File: src/rtl/lines_cleared_score_ctrl.sv
// lines_cleared_score_ctrl
//
// Keeps the running lines-cleared count for the current game and turns it
// into ASCII decimal characters for the lines-cleared text region. The
// binary count is converted with an iterative double-dabble sequencer, and
// new characters are published only during vertical blanking so the glyph
// renderers never see a mid-frame change.
//
// Ports
//   clk          system clock (single domain)
//   rst_l        asynchronous active-low reset
//   game_start   one-cycle pulse, zeroes the count for a new game
//   clear_valid  one-cycle pulse, clear_count lines were just cleared
//   clear_count  number of lines cleared (0-7)
//   vblank       high while the display is in vertical blanking
//   lines_total  registered binary line count
//   digit_chars  ASCII characters, index 0 is the most significant digit
//   busy         high while a conversion is running or awaiting publish
//
// state        | meaning
// -------------+-----------------------------------------------------------
// ST_IDLE      | result published, nothing pending
// ST_CONVERT   | double-dabble iterations in progress (CNT_WIDTH cycles)
// ST_WAIT_VBLANK | conversion done, holding result until vblank is high

module lines_cleared_score_ctrl #(
    parameter int NUM_DIGITS = 4,
    parameter int CNT_WIDTH  = 14,
    parameter int MAX_COUNT  = 9999
) (
    input  logic                             clk,
    input  logic                             rst_l,
    input  logic                             game_start,
    input  logic                             clear_valid,
    input  logic [2:0]                       clear_count,
    input  logic                             vblank,
    output logic [CNT_WIDTH-1:0]             lines_total,
    output logic [0:NUM_DIGITS-1][7:0]       digit_chars,
    output logic                             busy
);

    localparam int BCD_W  = 4 * NUM_DIGITS;
    localparam int ITER_W = $clog2(CNT_WIDTH + 1);
    localparam logic [ITER_W-1:0]      ITER_LAST = ITER_W'(CNT_WIDTH - 1);
    localparam logic [CNT_WIDTH:0]     MAX_EXT   = (CNT_WIDTH + 1)'(MAX_COUNT);
    localparam logic [0:NUM_DIGITS-1][7:0] DIGITS_RST =
        {{(NUM_DIGITS - 1){8'h20}}, 8'h30};

    typedef enum logic [1:0] {
        ST_IDLE,
        ST_CONVERT,
        ST_WAIT_VBLANK
    } state_t;

    state_t                       state_q,  state_d;
    logic [CNT_WIDTH-1:0]         lines_q,  lines_d;
    logic [CNT_WIDTH-1:0]         shift_q,  shift_d;
    logic [BCD_W-1:0]             bcd_q,    bcd_d;
    logic [ITER_W-1:0]            iter_q,   iter_d;
    logic [0:NUM_DIGITS-1][7:0]   digits_q, digits_d;

    logic [CNT_WIDTH:0]           sum_ext;
    logic                         event_start;
    logic [BCD_W-1:0]             bcd_adj;
    logic [BCD_W-1:0]             bcd_sh;
    logic [CNT_WIDTH-1:0]         shift_sh;
    logic [0:NUM_DIGITS-1][7:0]   chars;
    logic                         blank;
    logic [3:0]                   nib;

    // Count update; the sum is one bit wider so the clamp sees true overflow.
    always_comb begin
        sum_ext     = {1'b0, lines_q} + {{(CNT_WIDTH - 2){1'b0}}, clear_count};
        event_start = game_start | (clear_valid & (clear_count != 3'd0));
        lines_d     = lines_q;
        if (game_start) begin
            lines_d = '0;
        end else if (clear_valid) begin
            lines_d = (sum_ext > MAX_EXT) ? MAX_EXT[CNT_WIDTH-1:0]
                                          : sum_ext[CNT_WIDTH-1:0];
        end
    end

    // One double-dabble step: add 3 to every nibble >= 5, then shift left.
    always_comb begin
        bcd_adj = bcd_q;
        for (int i = 0; i < NUM_DIGITS; i++) begin
            if (bcd_q[4*i +: 4] >= 4'd5) begin
                bcd_adj[4*i +: 4] = bcd_q[4*i +: 4] + 4'd3;
            end
        end
        bcd_sh   = {bcd_adj[BCD_W-2:0], shift_q[CNT_WIDTH-1]};
        shift_sh = {shift_q[CNT_WIDTH-2:0], 1'b0};
    end

    // Character mapping with leading-zero blanking; the last digit always shows.
    always_comb begin
        chars = '0;
        blank = 1'b1;
        nib   = '0;
        for (int i = 0; i < NUM_DIGITS; i++) begin
            nib = bcd_q[4*(NUM_DIGITS-1-i) +: 4];
            if ((nib != 4'd0) || (i == NUM_DIGITS - 1)) begin
                blank = 1'b0;
            end
            chars[i] = blank ? 8'h20 : (8'h30 + {4'h0, nib});
        end
    end

    // Next-state logic. An event restarts from any state using the new count,
    // so only the newest value is ever published. iter_q is a down-counter;
    // the iteration where it reads zero is the last one.
    always_comb begin
        state_d  = state_q;
        shift_d  = shift_q;
        bcd_d    = bcd_q;
        iter_d   = iter_q;
        digits_d = digits_q;
        if (event_start) begin
            state_d = ST_CONVERT;
            shift_d = lines_d;
            bcd_d   = '0;
            iter_d  = ITER_LAST;
        end else begin
            case (state_q)
                ST_CONVERT: begin
                    bcd_d   = bcd_sh;
                    shift_d = shift_sh;
                    if (iter_q == '0) begin
                        state_d = ST_WAIT_VBLANK;
                    end else begin
                        iter_d = iter_q - ITER_W'(1);
                    end
                end
                ST_WAIT_VBLANK: begin
                    if (vblank) begin
                        digits_d = chars;
                        state_d  = ST_IDLE;
                    end
                end
                default: begin
                end
            endcase
        end
    end

    always_ff @(posedge clk or negedge rst_l) begin
        if (!rst_l) begin
            state_q  <= ST_IDLE;
            lines_q  <= '0;
            shift_q  <= '0;
            bcd_q    <= '0;
            iter_q   <= '0;
            digits_q <= DIGITS_RST;
        end else begin
            state_q  <= state_d;
            lines_q  <= lines_d;
            shift_q  <= shift_d;
            bcd_q    <= bcd_d;
            iter_q   <= iter_d;
            digits_q <= digits_d;
        end
    end

    assign lines_total = lines_q;
    assign digit_chars = digits_q;
    assign busy        = (state_q != ST_IDLE);

endmodule

File: config.mk
export PLATFORM = sky130hd
export DESIGN_NAME = lines_cleared_score_ctrl
export DESIGN_NICKNAME = d
export VERILOG_FILES = /design/src/rtl/lines_cleared_score_ctrl.sv
export SDC_FILE = /design/constraint.sdc
export NUM_CORES = 1
export LEC_CHECK = 0
export BUFFER_PORTS_ARGS = -buffer_cell sky130_fd_sc_hd__buf_4
export CORE_AREA = 3 3 88 90
export CTS_BUF_LIST = sky130_fd_sc_hd__clkbuf_8 sky130_fd_sc_hd__clkbuf_16
export DETAILED_ROUTE_END_ITERATION = 7
export DIE_AREA = 0 0 91 93
export PLACE_DENSITY_LB_ADDON = 0.3
export SLEW_MARGIN = 0
export SYNTH_ARGS = -nofsm -noshare
export SYNTH_HDL_FRONTEND = slang
export SYNTH_SLANG_ARGS = --single-unit
File: constraint.sdc
create_clock -name clk -period 4.06 [get_ports clk]
set_clock_uncertainty 0.1 [all_clocks]
set_input_delay 0.203 -clock clk [delete_from_list [all_inputs] [get_ports clk]]
set_output_delay 0.203 -clock clk [all_outputs]
set_load 0.02 [all_outputs]
==> flow_summary.toml <==
[status]
status = "complete, no violations"

[run]
drv_cap = 0

[clocking]
post_cts_resize_count = 0
root_buffer = "clkbuf_8"
clk_path_buf_depth = 2
numCtsBuffers = 9
path_clk_slew_ps = 80
postCtsHoldBufs = 1
clock_sinks = 69
htreeDepth = 3
insertion_delay_ps = 350
cts_tree = "built"
cts_setup_buffers = 0

[critical_path]
cp.required_ps = 4210
worstSetupEndpointType = "flop"
critPathLaunchType = "flop"
reg2reg_depth = 12
path_max_fanout = 26
arrival_ps = 3950
critPathKind = "reg -> reg"

[global_route]
antenna_found_initial = 0
grt_pass1_vias = 3146
grtUsageTotal_pct = 21.6
gr-total-overflow = 0
grt_pass1_wl_mm = 14.9
grt_max_degree = 70

[die]
die_x_um = 91
die_h_um = 93
die-area_um2 = 8460
core_um2 = 7140
initial_core_util_pct = 57.0
rows = 31
io_pins = 55

[sta]
finalSetupViolCount = 0
finalSetupTns_ps = 0
max_freq_ghz = 0.263
relSlewSlack_pct = 32.6
period_minus_slack_ps = 3800
fin_crit_sh_pct = 93.6
rsz0062_at_grt = "no"
slew_violations = 0
tightest_slew_ps = 1010
final-hold-violation-count = 0

[detailed_routing]
route.vias.total = 3416
wl_per_cell_um = 14.9
dr.first_iter.drc_count = 219
viasPerCell = 5.67
ant_nets = 0
routed_wl_mm = 9.00
drc = 0
first_pass_iters = 5

[synthesis]
syn_area_per_cell_um2 = 8.66
ys_ff_latch = 69
synth-seq-area-share_pct = 42.4
synthCells = 470
ys.flop_type = "dfrtp_1"
synth_area_um2 = 4070
async_flop_share_pct = 100
synth_cell_types = 61
synth_edf_count = 0
ys_warn_count = 0

[final_layout]
nFillCells = 620
regArea_um2 = 1730
nNetsFinal = 522
multiInputGateArea_um2 = 2110
mostFrequentLayoutCells = "nand2_1, dfrtp_1, buf_4"
final_area_um2 = 4590
drive_gt1_share_pct = 16.5
diodes = 0
final_common_cell = "nand2_1"
syn_to_final_growth_pct = 12.7

[placement]
gp_congestion = 0.873
portBuffers = 41
place_area_um2 = 4370
hpwlAfterDp_mm = 6.12

[power]
p_leak_nw = 2.04
powerDensity_nw_per_um2 = 311
max-vdd-ir-drop_mv = 0.174

[hold_path]
holdPathStages = 3
hp-class = "in -> reg"
## registers in the layout, indices dropped and copies added, names as in the netlist
name and count:
bcd_q 16, digit_chars 19, iter_q 4, lines_total 14
shift_q 14, state_q 2
## cell families (layout without fill, tap and decap cells)
| logic type | after synthesis | after routing | synth area share (%) |
|---|---|---|---|
| compound gates | 123 | 123 | 20.9 |
| flops | 69 | 69 | 42.4 |
| fa+ha+maj | 15 | 15 | 4.80 |
| simple gates | 188 | 188 | 21.6 |
| mux | 1 | 1 | 0.246 |
| buf+inv | 58 | 81 | 6.83 |
| other cells | 2 | 13 | 0.185 |
| xor+xnor | 14 | 14 | 3.01 |
## path summary, 6_finish.rpt
check / startpoint / to / slack [ps]
setup / recovery: lines_total[0] / shift_q[4] / 260
hold / removal: vblank / state_q[1] / 30
setup reg to reg: lines_total[0] / shift_q[4] / 260
hold reg to reg: digit_chars[17] / digit_chars[17] / 380
max in group asynchronous: rst_l / bcd_q[6] / 2880
min in group asynchronous: rst_l / shift_q[7] / 410
## stage by stage
step	std cells	hold WS, ps	util, %	setup slack (ps)	total power [mW]
final	603	33.5	64.3	261	1.43
after global routing	603	35.7	64.3	30.7	1.48
after detailed placement	586	285	61.2	295	0.852
after floorplan	481	-193	-	738	0.818
after global placement	586	274	61.2	404	0.849
after CTS	603	33.6	64.3	284	1.44
## Yosys cell counts, types with 3 or more instances
master	count	share of area (%)
nand2_1	90	8.3
dfrtp_1	69	42
nor2_1	37	3.4
a21oi_1	35	4.3
o21ai_0	24	3.0
clkbuf_1	20	1.8
inv_1	19	1.8
a31oi_1	14	2.2
ha_1	14	4.3
buf_4	13	2.4
nand3_1	13	1.6
nand2b_1	11	1.7
xnor2_1	11	2.4
o31ai_1	8	1.5
a211oi_1	7	1.3
a31o_2	6	1.3
and3_1	6	0.92
nor2b_1	6	0.92
nor3b_1	5	0.92
nor3_1	4	0.49
a21o_1	3	0.55
and2_1	3	0.46
xor2_1	3	0.65
## power breakdown
group          internal (mW)  switching, mW  leakage (nW)  total (mW)
combinational         0.0433         0.0864          1.01       0.130
clock                  0.305          0.282        0.0991       0.586
sequential             0.699         0.0111         0.934       0.710
## area by class of cell
cell class / count / area share, %
Clock inverter: 6 / 1.55
Multi-Input combinational cell: 354 / 46.0
Clock buffer: 10 / 3.00
Sequential cell: 69 / 37.6
Timing Repair Buffer: 46 / 7.58
Inverter: 19 / 1.55
Tap cell: 99 / 2.70
## routing by layer
metal | routed length, um | vias up | global-route usage (%)
met3 | 376 | 16 | 2.74
met5 | 0 | - | 0
li1 | - | 1668 | -
met4 | 163 | 0 | 8.67
met2 | 4370 | 77 | 36.7
met1 | 4080 | 1655 | 28.2
## worst max-delay path, cell delays in order, from the launching register on
cell and delay (ps):
dfrtp_1 390, ha_1 240, inv_1 70, fa_1 390, nand2b_1 230, a211oi_1 270
buf_4 180, nand4b_1 110, o311a_1 260, o311ai_2 190, nor2_2 790, a21oi_1 190
a311oi_1 280
Power figures use the tool's default switching activity.
